### src/rtl/wallace_mac_accumulator.sv
// ============================================================================
// Module   : wallace_mac_accumulator (+ wallace_tree)
// Purpose  : Multiply-accumulate stage summing COUNT 4x4 Wallace-tree products
//            per result, with valid/ready on both the input and output sides.
//            Optional macro SATURATE_EN clamps the accumulator instead of wrapping.
// Revision : 1.0 - initial release
// ============================================================================
`default_nettype none

module wallace_tree (
    input  logic [3:0] a,
    input  logic [3:0] b,
    output logic [7:0] prod
);
    logic [7:0] w_r0, w_r1, w_r2, w_r3;
    logic [7:0] w_s1, w_c1, w_s2, w_c2;
    logic [6:0] w_m1, w_m2;

    assign w_r0 = {4'b0000, a & {4{b[0]}}};
    assign w_r1 = {3'b000,  a & {4{b[1]}}, 1'b0};
    assign w_r2 = {2'b00,   a & {4{b[2]}}, 2'b00};
    assign w_r3 = {1'b0,    a & {4{b[3]}}, 3'b000};

    // Two carry-save layers reduce four rows to two; bit 8 carries are dropped
    // because the full product never exceeds 225.
    assign w_s1 = w_r0 ^ w_r1 ^ w_r2;
    assign w_m1 = (w_r0[6:0] & w_r1[6:0]) | (w_r0[6:0] & w_r2[6:0]) | (w_r1[6:0] & w_r2[6:0]);
    assign w_c1 = {w_m1, 1'b0};

    assign w_s2 = w_s1 ^ w_c1 ^ w_r3;
    assign w_m2 = (w_s1[6:0] & w_c1[6:0]) | (w_s1[6:0] & w_r3[6:0]) | (w_c1[6:0] & w_r3[6:0]);
    assign w_c2 = {w_m2, 1'b0};

    assign prod = w_s2 + w_c2;
endmodule

module wallace_mac_accumulator #(
    parameter int ACC_W = 16,
    parameter int COUNT = 8,
    parameter int CNT_W = $clog2(COUNT + 1)
) (
    input  logic             clk,
    input  logic             rst_n,
    input  logic             clr,
    input  logic             in_valid,
    output logic             in_ready,
    input  logic [3:0]       in_a,
    input  logic [3:0]       in_b,
    output logic             out_valid,
    input  logic             out_ready,
    output logic [ACC_W-1:0] out_acc,
    output logic             out_ovf
);
    typedef enum logic [1:0] {
        ST_ACC   = 2'd0,
        ST_DRAIN = 2'd1,
        ST_HOLD  = 2'd2
    } state_t;

    localparam logic [CNT_W-1:0] c_last = CNT_W'(COUNT - 1);

    state_t           r_state;
    logic [ACC_W-1:0] r_acc;
    logic [CNT_W-1:0] r_cnt;
    logic [3:0]       r_op_a;
    logic [3:0]       r_op_b;
    logic             r_pipe_v;
    logic             r_ovf;

    logic [7:0]       w_prod;
    logic [ACC_W:0]   w_sum;
    logic             w_carry;
    logic [ACC_W-1:0] w_acc_next;
    logic             w_accept;

    wallace_tree u_mult (
        .a    (r_op_a),
        .b    (r_op_b),
        .prod (w_prod)
    );

    assign w_accept = in_valid && (r_state == ST_ACC);
    assign w_sum    = {1'b0, r_acc} + {{(ACC_W - 7){1'b0}}, w_prod};
    assign w_carry  = w_sum[ACC_W];

`ifdef SATURATE_EN
    // Once clamped, any further nonzero product carries out again and re-clamps.
    assign w_acc_next = w_carry ? {ACC_W{1'b1}} : w_sum[ACC_W-1:0];
`else
    assign w_acc_next = w_sum[ACC_W-1:0];
`endif

    always_ff @(posedge clk or negedge rst_n) begin
        if (!rst_n) begin
            r_state  <= ST_ACC;
            r_acc    <= '0;
            r_cnt    <= '0;
            r_op_a   <= '0;
            r_op_b   <= '0;
            r_pipe_v <= 1'b0;
            r_ovf    <= 1'b0;
        end else if (clr) begin
            r_state  <= ST_ACC;
            r_acc    <= '0;
            r_cnt    <= '0;
            r_pipe_v <= 1'b0;
            r_ovf    <= 1'b0;
        end else begin
            r_pipe_v <= w_accept;
            if (w_accept) begin
                r_op_a <= in_a;
                r_op_b <= in_b;
            end
            if (r_pipe_v) begin
                r_acc <= w_acc_next;
                if (w_carry) begin
                    r_ovf <= 1'b1;
                end
            end
            case (r_state)
                ST_ACC: begin
                    if (w_accept) begin
                        r_cnt <= r_cnt + CNT_W'(1);
                        if (r_cnt == c_last) begin
                            r_state <= ST_DRAIN;
                        end
                    end
                end
                ST_DRAIN: r_state <= ST_HOLD;
                ST_HOLD: begin
                    // The pipeline is empty in HOLD, so clearing here cannot race an add.
                    if (out_ready) begin
                        r_state <= ST_ACC;
                        r_acc   <= '0;
                        r_cnt   <= '0;
                        r_ovf   <= 1'b0;
                    end
                end
                default: r_state <= ST_ACC;
            endcase
        end
    end

    assign in_ready  = (r_state == ST_ACC);
    assign out_valid = (r_state == ST_HOLD);
    assign out_acc   = r_acc;
    assign out_ovf   = r_ovf;
endmodule

`default_nettype wire
### config.mk
export PLATFORM = sky130hd
export DESIGN_NAME = wallace_mac_accumulator
export DESIGN_NICKNAME = d
export VERILOG_FILES = /design/src/rtl/wallace_mac_accumulator.sv
export SDC_FILE = /design/constraint.sdc
export NUM_CORES = 1
export LEC_CHECK = 0
export ABC_CLOCK_PERIOD_IN_PS = 11700
export CAP_MARGIN = 5
export CORE_AREA = 2 2 63 124
export DETAILED_ROUTE_END_ITERATION = 6
export DIE_AREA = 0 0 65 126
export PLACE_DENSITY = 0.55
export SLEW_MARGIN = 0
export SYNTH_ARGS = -nofsm -noshare
export SYNTH_HDL_FRONTEND = slang
export SYNTH_SLANG_ARGS = --single-unit
### constraint.sdc
create_clock -name clk -period 11.7 [get_ports clk]
set_input_delay 1.17 -clock clk [delete_from_list [all_inputs] [get_ports clk]]
set_output_delay 1.17 -clock clk [all_outputs]
set_load 0.01 [all_outputs]
Yosys cells after proc, flatten, opt, wreduce, memory -nomap -nowiden
Index checks and enable logic that the tools add are counted. Widths: inputs -> output; s select.

Flip-flop bits (word level): 32. Input bits: 13. Output and inout port bits: 19. Logic and storage cells: 60.

Add/subtract/negate cells: 3. Equality and inequality tests: 6. Mux-type cells: 19. Bitwise gates (word level): 19. Reduce and logical (&&, ||, !) cells: 6.

Operators with widths (number): $mux 16 (4); $or 7x7->7 (4); $and 7x7->7 (3); $add 16x8->17 (1); $and 4x4->4 (4); $mux 4 (3); $ne 3x2->1 const B (3); $add 8x8->8 (1); $mux 2 (4); $pmux 4 s2 (1); $xor 8x6->8 (1); $xor 8x7->8 (1); $xor 8x8->8 (1); $and 4x6->6 (1); $and 5x6->6 (1); $mux 1 (6); $pmux 2 s3 (1); $reduce_and 3->1 (2); $and 4x5->5 (1); $xor 4x5->5 (1); $add 4x1->4 const B (1); $eq 4x3->1 const B (1); $reduce_bool 3->1 (1); $eq 2x1->1 const B (1); 5 further kinds (5).

Depth between registers and ports, before layout
Gate-level depths: netlist of run 1.

Depth in word-level cells: 14. Gate-level depth with buffers: 14. Depth with buffers taken out: 14.

Cells and area by module
Synthesis of run 1 repeated with hierarchy kept, for this count alone.

Cell total of the unflattened synthesis: 226. Area total of the unflattened synthesis: 2207.1 sq um.

Modules (own cells, without submodules): wallace_mac_accumulator (times used 1, cells an instance 182, area each 1833.0 sq um, sequential area each 800.8 sq um); wallace_tree (times used 1, cells an instance 44, area each 374.1 sq um, sequential area each 0.0 sq um).

Worst setup path before layout of run 1
No wires, ideal clock.

Kind: register -> register. Start: register r_op_a[3]. End: register r_acc[12] (netlist: out_acc[12]). Arrival: 3.611 ns. Slack: 8.023 ns. Cell stages (with the launch flop): 15. Buffers on the path: 0. Clock period less this slack: 3.677 ns. Cells stage by stage: dfrtp_1 > nand2_1 > fa_1 > inv_1 > fa_1 > ha_1 > fa_1 > a21o_1 > a21o_1 > ha_1 > o21ai_0 > a21oi_1 > o21ai_1 > or4_1 > nand2_1.

Word-level cells in the longest chain between the ends: 13.

RTL lines: start, declared (line 65) `logic [3:0] r_op_a;`; start signal, assigned (line 111) `r_op_a <= in_a;`; $and 4x4->4, on equally long branches (line 19, 20, 21); $and 4x5->5 / $and 4x6->6 (equally long branches) (line 27) `assign w_m1 = (w_r0[6:0] & w_r1[6:0]) | (w_r0[6:0] & w_r2[6:0]) | (w_r1[6:0] & w_r2[6:0]);`; $or 7x7->7 (2 in series) (line 27); $and 7x7->7 (line 31) `assign w_m2 = (w_s1[6:0] & w_c1[6:0]) | (w_s1[6:0] & w_r3[6:0]) | (w_c1[6:0] & w_r3[6:0]);`; $or 7x7->7 (2 in series) (line 31); $add 8x8->8 * (line 34) `assign prod = w_s2 + w_c2;`; $add 16x8->17 * (line 83) `assign w_sum = {1'b0, r_acc} + {{(ACC_W - 7){1'b0}}, w_prod};`; $mux 16 * (line 114) `if (r_pipe_v) begin`; $mux 16 (line 132) `if (out_ready) begin`; $mux 16 * (line 120) `case (r_state)`; $mux 16 * (line 102) `end else if (clr) begin`; end signal, assigned (line 115) `r_acc <= w_acc_next;`; end, declared (line 63) `logic [ACC_W-1:0] r_acc;`.

Mark *: on every way between the ends. The rest lies on a longest branch, timed or not. A chain may end at the register's enable or synchronous reset.

Final worst setup path of run 1
Start: register r_op_a[3]. End: register r_acc[11] (netlist: out_acc[11]).

The elaborated chain is that of the path after synthesis.

==> flow_summary.ini, run 1 <==
[run_status]
status = complete, no violations

[critical_path]
reg2reg_slack_ps = 7650
cp-startpoint = r_op_a[3]
cp.arrival_ps = 4180
crit_path_max_incr_delay_ps = 540
crit_type = reg2reg
slowest_stage = fa_1
worst_setup_path_end_kind = flip-flop
crit_required_ps = 11840
critPathBufInv = 1
crit_chain = nand2_1 -> fa_1 -> inv_1 -> fa_1 -> ha_1 -> fa_1 -> a21o_1 -> a21o_1 -> ha_1 -> nand4_1 -> nor3_1 -> o2111ai_1 -> xor2_1 -> nor2_1
rr_startpoint = r_op_a[3]
startpoint_type = flip-flop
crit_top_cell = fa_1
cpLargestDelayFamily = adder cells
cp_max_fo = 5

[final_layout]
register_area_um2 = 800.8
nFillCells = 736
multi_input_comb_area_um2 = 1242
drive_gt1_frac = 0.08130
stdcell_area_um2 = 2663
nets = 284
area_delta_synth_final_pct = 25.92
antenna_cells = 0

[sta]
fin_crit_ps = 4045
tightest_slew_ps = 576.0
slew_headroom = 0.6160
maxSlewViolCount = 0
timing.fmax_mhz = 247.2
rsz0062_at_grt = false
period_share = 0.3457
setup_viol_count_final = 0
hold_violations = 0
timing.setup.tns_ps = 0
fin_skew_ps = 6.145

[die]
die_y_um = 126
fp.dieW_um = 65
rows = 44
die-area_um2 = 8190
core_area_um2 = 7212
initial_core_util = 0.2932
io-pin-count = 32

[synthesis]
synthAdderAreaFrac = 0.1728
synth-seq-cells = 32
synth_top_family_by_area = adder cells
synth_edf_count = 0
synth-compound-area-share = 0.1391
synthFlopType = dfrtp_1
synthXorXnorAreaFrac = 0.04970
synth_sequential_area_ratio = 0.3787
async_flop_share = 1.000
synth_simple_gate_area_share = 0.1604
yosysWarnings = 0
synth_area_um2 = 2115
avgSynthCellArea_um2 = 10.02
syn-num-nets = 249
syn_inst = 211
synthMuxAreaShare = 0.06272
ys_types = 40

[cts]
postCtsSetupRepairBufs = 0
numClockSinks = 32
cts_tree = done
worstSkewPairLatency_ps = 280
cts_buffers = 5
clk_pin_slew_worst_paths_ps = 50
h-tree-depth = 2
clk_path_buf_depth = 2
hold_buffers = 0
cts_resized = 0
cts.root.buffer_cell = clkbuf_16

[run]
max-cap-violations = 0

[placement]
portBuffers = 31
dp_hpwl_mm = 3.738
routabilityCongestion = 0.7540
placed_cell_area_um2 = 2529

[hold_path]
worstHoldStart = out_ovf
hp-class = reg2reg

[routing]
drc_errors = 0
dr.pass1.iters = 4
wire_per_inst_um = 14.32
finalWirelength_mm = 4.840
antenna_left = 0
vias = 1685
drt_iter0_drc = 41
vias_per_cell = 4.985

[global_routing]
grt.overflow.total = 0
grt_pass1_vias = 1758
grt_start_max_net_pins = 33
antenna_found_initial = 0
grt_pass1_wl_mm = 7.969
grt_use_total = 0.1278

[power]
powerDensity_nw_per_um2 = 155.2
peakVddDrop_mv = 0.08330
leakage_nw = 1.203
-- where the power goes --
| group | switching [mW] | total [mW] | internal [mW] |
|---|---|---|---|
| clock network | 0.0461 | 0.123 | 0.0772 |
| registers | 0.0116 | 0.133 | 0.121 |
| logic | 0.0833 | 0.157 | 0.0737 |
| total | 0.141 | 0.413 | 0.272 |
-- sequential cells by signal (all words and copies together) (netlist names) --
name and count:
out_ovf 1, r_op_a 4, r_pipe_v 1, r_op_b 4, r_state 2, out_acc 16, r_cnt 4
-- logic make-up after synthesis --
kind of cell    Yosys count
simple gates             66
compound gates           47
flops                    32
fa+ha+maj                25
buf+inv                  17
xor+xnor                 12
mux                      12
-- placed cells by master (no fill, tap or decap), types with 2 or more instances in the layout --
cell / n
clkdlybuf4s50_1: 31
or4_1: 4
buf_4: 2
mux2i_1: 2
nor2b_1: 2
dfrtp_1: 32
inv_1: 12
and2_1: 11
xnor2_1: 2
nor2_1: 15
clkbuf_16: 5
fa_1: 7
a21o_1: 5
nand2_1: 16
xor2_1: 10
o22ai_1: 3
and3_1: 2
nand3_1: 7
o211ai_1: 7
mux2_2: 10
a21oi_1: 14
nand2b_1: 2
ha_1: 18
o21ai_0: 8
a211oi_1: 3
-- per-stage QoR --
step,setup slack (ps),hold WS [ps],power [mW],utilization,std cells
finish,7655,491.9,0.4132,0.3692,338
global route,7352,504.4,0.4430,0.3692,338
CTS,7623,499.5,0.4189,0.3692,338
detailed placement,7637,487.7,0.2928,0.3506,331
global placement,7678,473.6,0.2896,0.3506,331
floorplan,8023,492.1,0.2449,-,211
-- path summary, 6_finish.rpt --
kind / end / cells after the start
max in group asynchronous: r_op_b[3] / 2
min: out_ovf / 1
max reg2reg: out_acc[11] / 14
max: out_acc[11] / 14
min in group asynchronous: out_acc[4] / 2
min reg2reg: out_ovf / 1
-- synth_stat cells, types with 4 or more instances --
library cell / count / share of area
fa_1: 7 / 0.066
inv_1: 12 / 0.021
mux2_2: 10 / 0.053
o211ai_1: 7 / 0.025
a21o_1: 5 / 0.018
nand3_1: 7 / 0.017
nand2_1: 16 / 0.028
xor2_1: 10 / 0.041
ha_1: 18 / 0.11
nor2_1: 15 / 0.027
dfrtp_1: 32 / 0.38
a21oi_1: 14 / 0.033
and2_1: 11 / 0.033
or4_1: 4 / 0.014
o21ai_0: 8 / 0.019
-- area by class of cell --
| class | instances | share of cell area |
|---|---|---|
| Clock buffer | 6 | 0.04840 |
| Tap cell | 92 | 0.04323 |
| Inverter | 12 | 0.01692 |
| Timing Repair Buffer | 33 | 0.1222 |
| Clock inverter | 1 | 0.001880 |
| Sequential cell | 32 | 0.3008 |
| Multi-Input combinational cell | 162 | 0.4666 |
-- routing by layer --
metal  part of all wire  GRT usage  up-vias
met2               0.58     0.2389       22
met3              0.023    0.02768        9
met5                  0          0        -
met1               0.37     0.1259      840
met4              0.025    0.06758        0
li1                   -          -      814
Note: power is estimated with default switching activity, not from simulation.
==> run 2: changes to the inputs <==
ABC_CLOCK_PERIOD_IN_PS = 3350   (was 11700)
PLACE_DENSITY = 0.57   (was 0.55)
clock period = 3.35 ns   (was 11.7 ns; I/O delays follow)
==> run 2 against run 1 <==
Compared with the run above:
- the run now ends with setup timing left
- cell count up 6.5%
- total power rose to 4.2 times the previous value
- combinational power rose to 5.3 times the previous value
- utilization up 4.4 points
- non-clock buffer count up 21
- sequential power rose to 3.5 times the previous value
- sequential cell count unchanged
- critical path depth unchanged
- worst setup slack worse by 7900 ps
- largest cell class unchanged
==> flow_summary.ini, run 2 (synthesis gave the netlist of run 1 again) <==
[routing]
antenna_left = 0
wl_met2_mm = 2.881
finalWirelength_mm = 5.173
dr.pass1.iters = 4
drc_errors = 0
top_layer_used = met4
wl_met3_um = 119
drt_iter0_drc = 45
wire_per_inst_um = 14.37
vias_per_cell = 4.953
drt-met1-wl_mm = 1.999
vias = 1783

[sta]
setup_viol_count_final = 11
tightest_slew_ps = 600.2
fin_crit_ps = 3623
maxSlewViolCount = 0
hold_violations = 0
timing.fmax_mhz = 276.0
rsz0062_at_grt = true
slew_headroom = 0.5974
fin_skew_ps = 5.024
worst_slack_ps = -273.4
period_share = 1.082
timing.setup.tns_ps = -2203

[placement]
routabilityCongestion = 0.7928
portBuffers = 31
dp_hpwl_mm = 3.820

[critical_path]
cp_max_fo = 5
crit_chain = nand2_1 -> fa_1 -> inv_2 -> fa_2 -> ha_4 -> fa_2 -> a21o_1 -> a21o_4 -> ha_4 -> nand4_1 -> nor3_4 -> o211ai_1 -> xor2_1 -> nor2_1
crit_type = reg2reg
slowest_stage = fa_1
cpLargestDelayFamily = adder cells
cp.arrival_ps = 3770
startpoint_type = flip-flop
crit_path_max_incr_delay_ps = 500
crit_required_ps = 3500
critPathBufInv = 1
worst_setup_path_end_kind = flip-flop

[cts]
hold_buffers = 0
cts_buffers = 5
h-tree-depth = 2
worstSkewPairLatency_ps = 290
clk_path_buf_depth = 2
cts.root.buffer_cell = clkbuf_16
numClockSinks = 32
clk_pin_slew_worst_paths_ps = 60
cts_tree = done

[die]
die-area_um2 = 8190
core_area_um2 = 7212
fp.dieW_um = 65
die_y_um = 126
initial_core_util = 0.2932
io-pin-count = 32
rows = 44

[final_layout]
antenna_cells = 0
final_cell_mix = dfrtp_1, clkdlybuf4s50_1, buf_4
nets = 305
final_common_cell = dfrtp_1
area_delta_synth_final_pct = 40.89
largest_reg_flops = 16
drive_gt1_frac = 0.2388
nFillCells = 691

[power]
p_total_mw = 1.752
powerDensity_nw_per_um2 = 588.2
peakVddDrop_mv = 0.3204
leakage_nw = 1.327

[run_status]
status = finished, violations left
failed_checks = setup timing

[run]
max-cap-violations = 0

[global_routing]
grt_use_total = 0.1365
grt.overflow.total = 0
grt_pass1_vias = 1880
antenna_found_initial = 0
grt_start_max_net_pins = 33
grt_pass1_wl_mm = 8.556

[hold_path]
hp-class = in2async
[run 2: changes by cell type in the layout (fill, tap and decap cells not counted), sizes merged]
cell / before / now
buf: 2 / 23
clkinv: 1 / 3
clkbuf: 6 / 5
[run 2: report_power, final]
group          internal [mW]  switching [mW]
logic                  0.452           0.384
clock network          0.274           0.180
registers              0.423          0.0404
[run 2: repair_timing]
item | in CTS | in global routing
gates resized for setup | 10 | 12
pin swaps | 21 | 12
buffers inserted | 2 | 1
setup endpoints to repair | 11 | 12
[run 2: metal layers]
metal  vias up  global-route usage
met5         -                   0
met2        32              0.2450
met1       872              0.1445
met4         0             0.07635
li1        865                   -
met3        14             0.02589
[run 2: worst paths after layout]
kind / slack, ps / cells past startpoint / to / from
max: -270 / 14 / out_acc[13] / r_op_b[2]
min: 450 / 2 / r_state[1] / rst_n
max reg2reg: -270 / 14 / out_acc[13] / r_op_b[2]
min reg2reg: 500 / 1 / out_ovf / out_ovf
max in group asynchronous: 2580 / 2 / out_acc[3] / rst_n
min in group clk: 500 / 1 / out_ovf / out_ovf
[run 2: final cells by class]
type,instances,area (um^2),share of cell area
sequential,32,800.8,0.2688
multi-input combinational,162,1388,0.4658
tap,92,115.1,0.03864
inverter,12,45.04,0.01512
clock buffer,5,125.1,0.04200
timing repair buffer,54,486.7,0.1634
clock inverter,3,18.77,0.006300
[run 2: metrics by stage]
stage / setup slack [ps] / util / hold WS, ps / instance area [um^2] / instances
2_1_floorplan: -114.1 / - / 39.41 / 2143 / 211
4_1_cts: -293.9 / 0.4035 / 475.9 / 2910 / 359
5_1_grt: -473.0 / 0.4131 / 512.1 / 2979 / 360
3_3_place_gp: -283.9 / 0.3734 / 474.4 / 2693 / 349
6_report: -273.4 / 0.4131 / 453.1 / 2979 / 360
3_5_place_dp: -352.8 / 0.3734 / 492.1 / 2693 / 349
==> run 3: changes to the inputs <==
PLACE_DENSITY = 0.52   (was 0.57)
==> run 3 against run 2 <==
Compared with the run above:
- the flow still finishes with violations (setup timing)
- worst setup slack lost 120 ps
- sequential cell count is the same
- non-clock buffer count increased by 8
- critical endpoint is now out_acc[10]
- largest power group unchanged
- highest routed layer unchanged
==> flow_summary.ini, run 3 (synthesis gave the netlist of run 1 again) <==
[routing]
drt_iter0_drc = 63
drc_errors = 0
finalWirelength_mm = 5.172
dr.pass1.iters = 4
antenna_left = 0
wire_per_inst_um = 14.05
vias = 1764
vias_per_cell = 4.793

[die]
initial_core_util = 0.2932
rows = 44
core_area_um2 = 7212
die_y_um = 126
die-area_um2 = 8190
fp.dieW_um = 65
io-pin-count = 32

[sta]
slew_headroom = 0.6084
setup_viol_count_final = 12
timing.fmax_mhz = 267.4
timing.setup.tns_ps = -2963
fin_skew_ps = 4.199
period_share = 1.116
tightest_slew_ps = 583.8
hold_violations = 0
worst_slack_ps = -390.1
maxSlewViolCount = 0
fin_crit_ps = 3740
rsz0062_at_grt = true

[power]
powerDensity_nw_per_um2 = 608.6
p_sw_uw = 637.1
leakage_nw = 1.395
clkPwrFrac = 0.240
power_frac_comb = 0.512
p_sw_frac = 0.3416
peakVddDrop_mv = 0.3927
p_int_mw = 1.228
seqPwrFrac = 0.248

[cts]
clk_pin_slew_worst_paths_ps = 60
clk_path_buf_depth = 2
worstSkewPairLatency_ps = 280
hold_buffers = 0
cts.root.buffer_cell = clkbuf_16
numClockSinks = 32
h-tree-depth = 2
cts_tree = done
cts_buffers = 5

[placement]
placed_cell_area_um2 = 2723
routabilityCongestion = 0.8611
portBuffers = 31
dp_cells = 353
dp_hpwl_mm = 3.910
pre_cts_slack_ps = -326.9

[global_routing]
grt_use_total = 0.1361
antenna_found_initial = 0
grt.overflow.total = 0
grt_pass1_vias = 1831
grt.busiest_layer = met2
grt.met3_usage = 0.02768
use_met1 = 0.1369
grt_start_max_net_pins = 33
met2_usage = 0.2523
grt_pass1_wl_mm = 8.535

[run]
max-cap-violations = 0

[run_status]
failed_checks = setup timing
status = finished, violations left

[critical_path]
cp.arrival_ps = 3960
crit_type = reg2reg
r2r_end = out_acc[10]
cp-startpoint = r_op_b[0]
startpoint_type = flip-flop
reg2reg_slack_ps = -390
crit_end = out_acc[10]
r2r_cells = 14
crit_required_ps = 3570
rr_startpoint = r_op_b[0]
worst_setup_path_end_kind = flip-flop
cp_max_fo = 6

[final_layout]
final_common_cell = dfrtp_1
drive_gt1_frac = 0.2754
final_cell_mix = dfrtp_1, clkdlybuf4s50_1, buf_4
instances_no_fill = 368
nets = 313
largest_reg_flops = 16
antenna_cells = 0
area_delta_synth_final_pct = 44.91
stdcell_area_um2 = 3064

[hold_path]
hp-class = in2async
==> run 3: changes by cell type in the layout (fill, tap and decap cells not counted), sizes merged <==
cell,previous run,this run
buf,23,31
==> run 3: worst min-delay path by stage <==
stage / to / from
6_report: r_state[1] / rst_n
5_1_grt: r_state[1] / rst_n
4_1_cts: r_state[1] / rst_n
3_5_place_dp: out_ovf / out_ovf
3_3_place_gp: out_ovf / out_ovf
2_1_floorplan: out_acc[0] / rst_n
==> run 3: what timing repair did <==
| action | in CTS | in global routing |
|---|---|---|
| buffers inserted | 3 | 7 |
| gates resized for setup | 8 | 24 |
| pin swaps | 10 | 19 |
| setup endpoints to repair | 11 | 12 |
==> run 3: power by group through the flow <==
| stage | combinational, mW | clock [mW] | sequential (mW) |
|---|---|---|---|
| 5_1_grt | 1.04 | 0.484 | 0.469 |
| 3_3_place_gp | 0.727 | 0 | 0.467 |
| 6_report | 0.954 | 0.448 | 0.463 |
| 2_1_floorplan | 0.418 | 0 | 0.469 |
| 4_1_cts | 0.780 | 0.459 | 0.462 |
| 3_5_place_dp | 0.737 | 0 | 0.469 |
==> run 3: final cells by class <==
| class | count | area, um^2 |
|---|---|---|
| Fill cell | 724 | 4148 |
| Multi-Input combinational cell | 162 | 1398 |
| Sequential cell | 32 | 800.8 |
| Timing Repair Buffer | 62 | 561.8 |
| Clock buffer | 5 | 125.1 |
| Tap cell | 92 | 115.1 |
| Inverter | 12 | 45.04 |
| Clock inverter | 3 | 18.77 |
==> run 3: through the flow <==
step                      utilization  power (mW)  hold slack, ps
after CTS                      0.4054       1.701           488.0
final                          0.4249       1.865           457.7
after global placement         0.3775       1.195           473.6
after global routing           0.4249       1.995           519.2
after floorplan                     -      0.8866           39.41
after detailed placement       0.3775       1.205           489.6
==> run 3: worst max-delay path: stages (launching register included) <==
cell,delay [ps]
dfrtp_1,360
nand2_1,80
fa_1,550
inv_2,40
fa_1,450
ha_2,210
fa_2,350
a21o_1,180
a21o_1,180
ha_1,320
o21ai_2,80
a21oi_2,170
o21ai_4,100
or4_4,520
nand2_2,60
==> run 3: routing by layer <==
metal | vias to the layer above | share of wire
met5 | - | 0
met4 | 0 | 0.020
met3 | 5 | 0.019
met2 | 21 | 0.57
met1 | 861 | 0.39
li1 | 877 | -
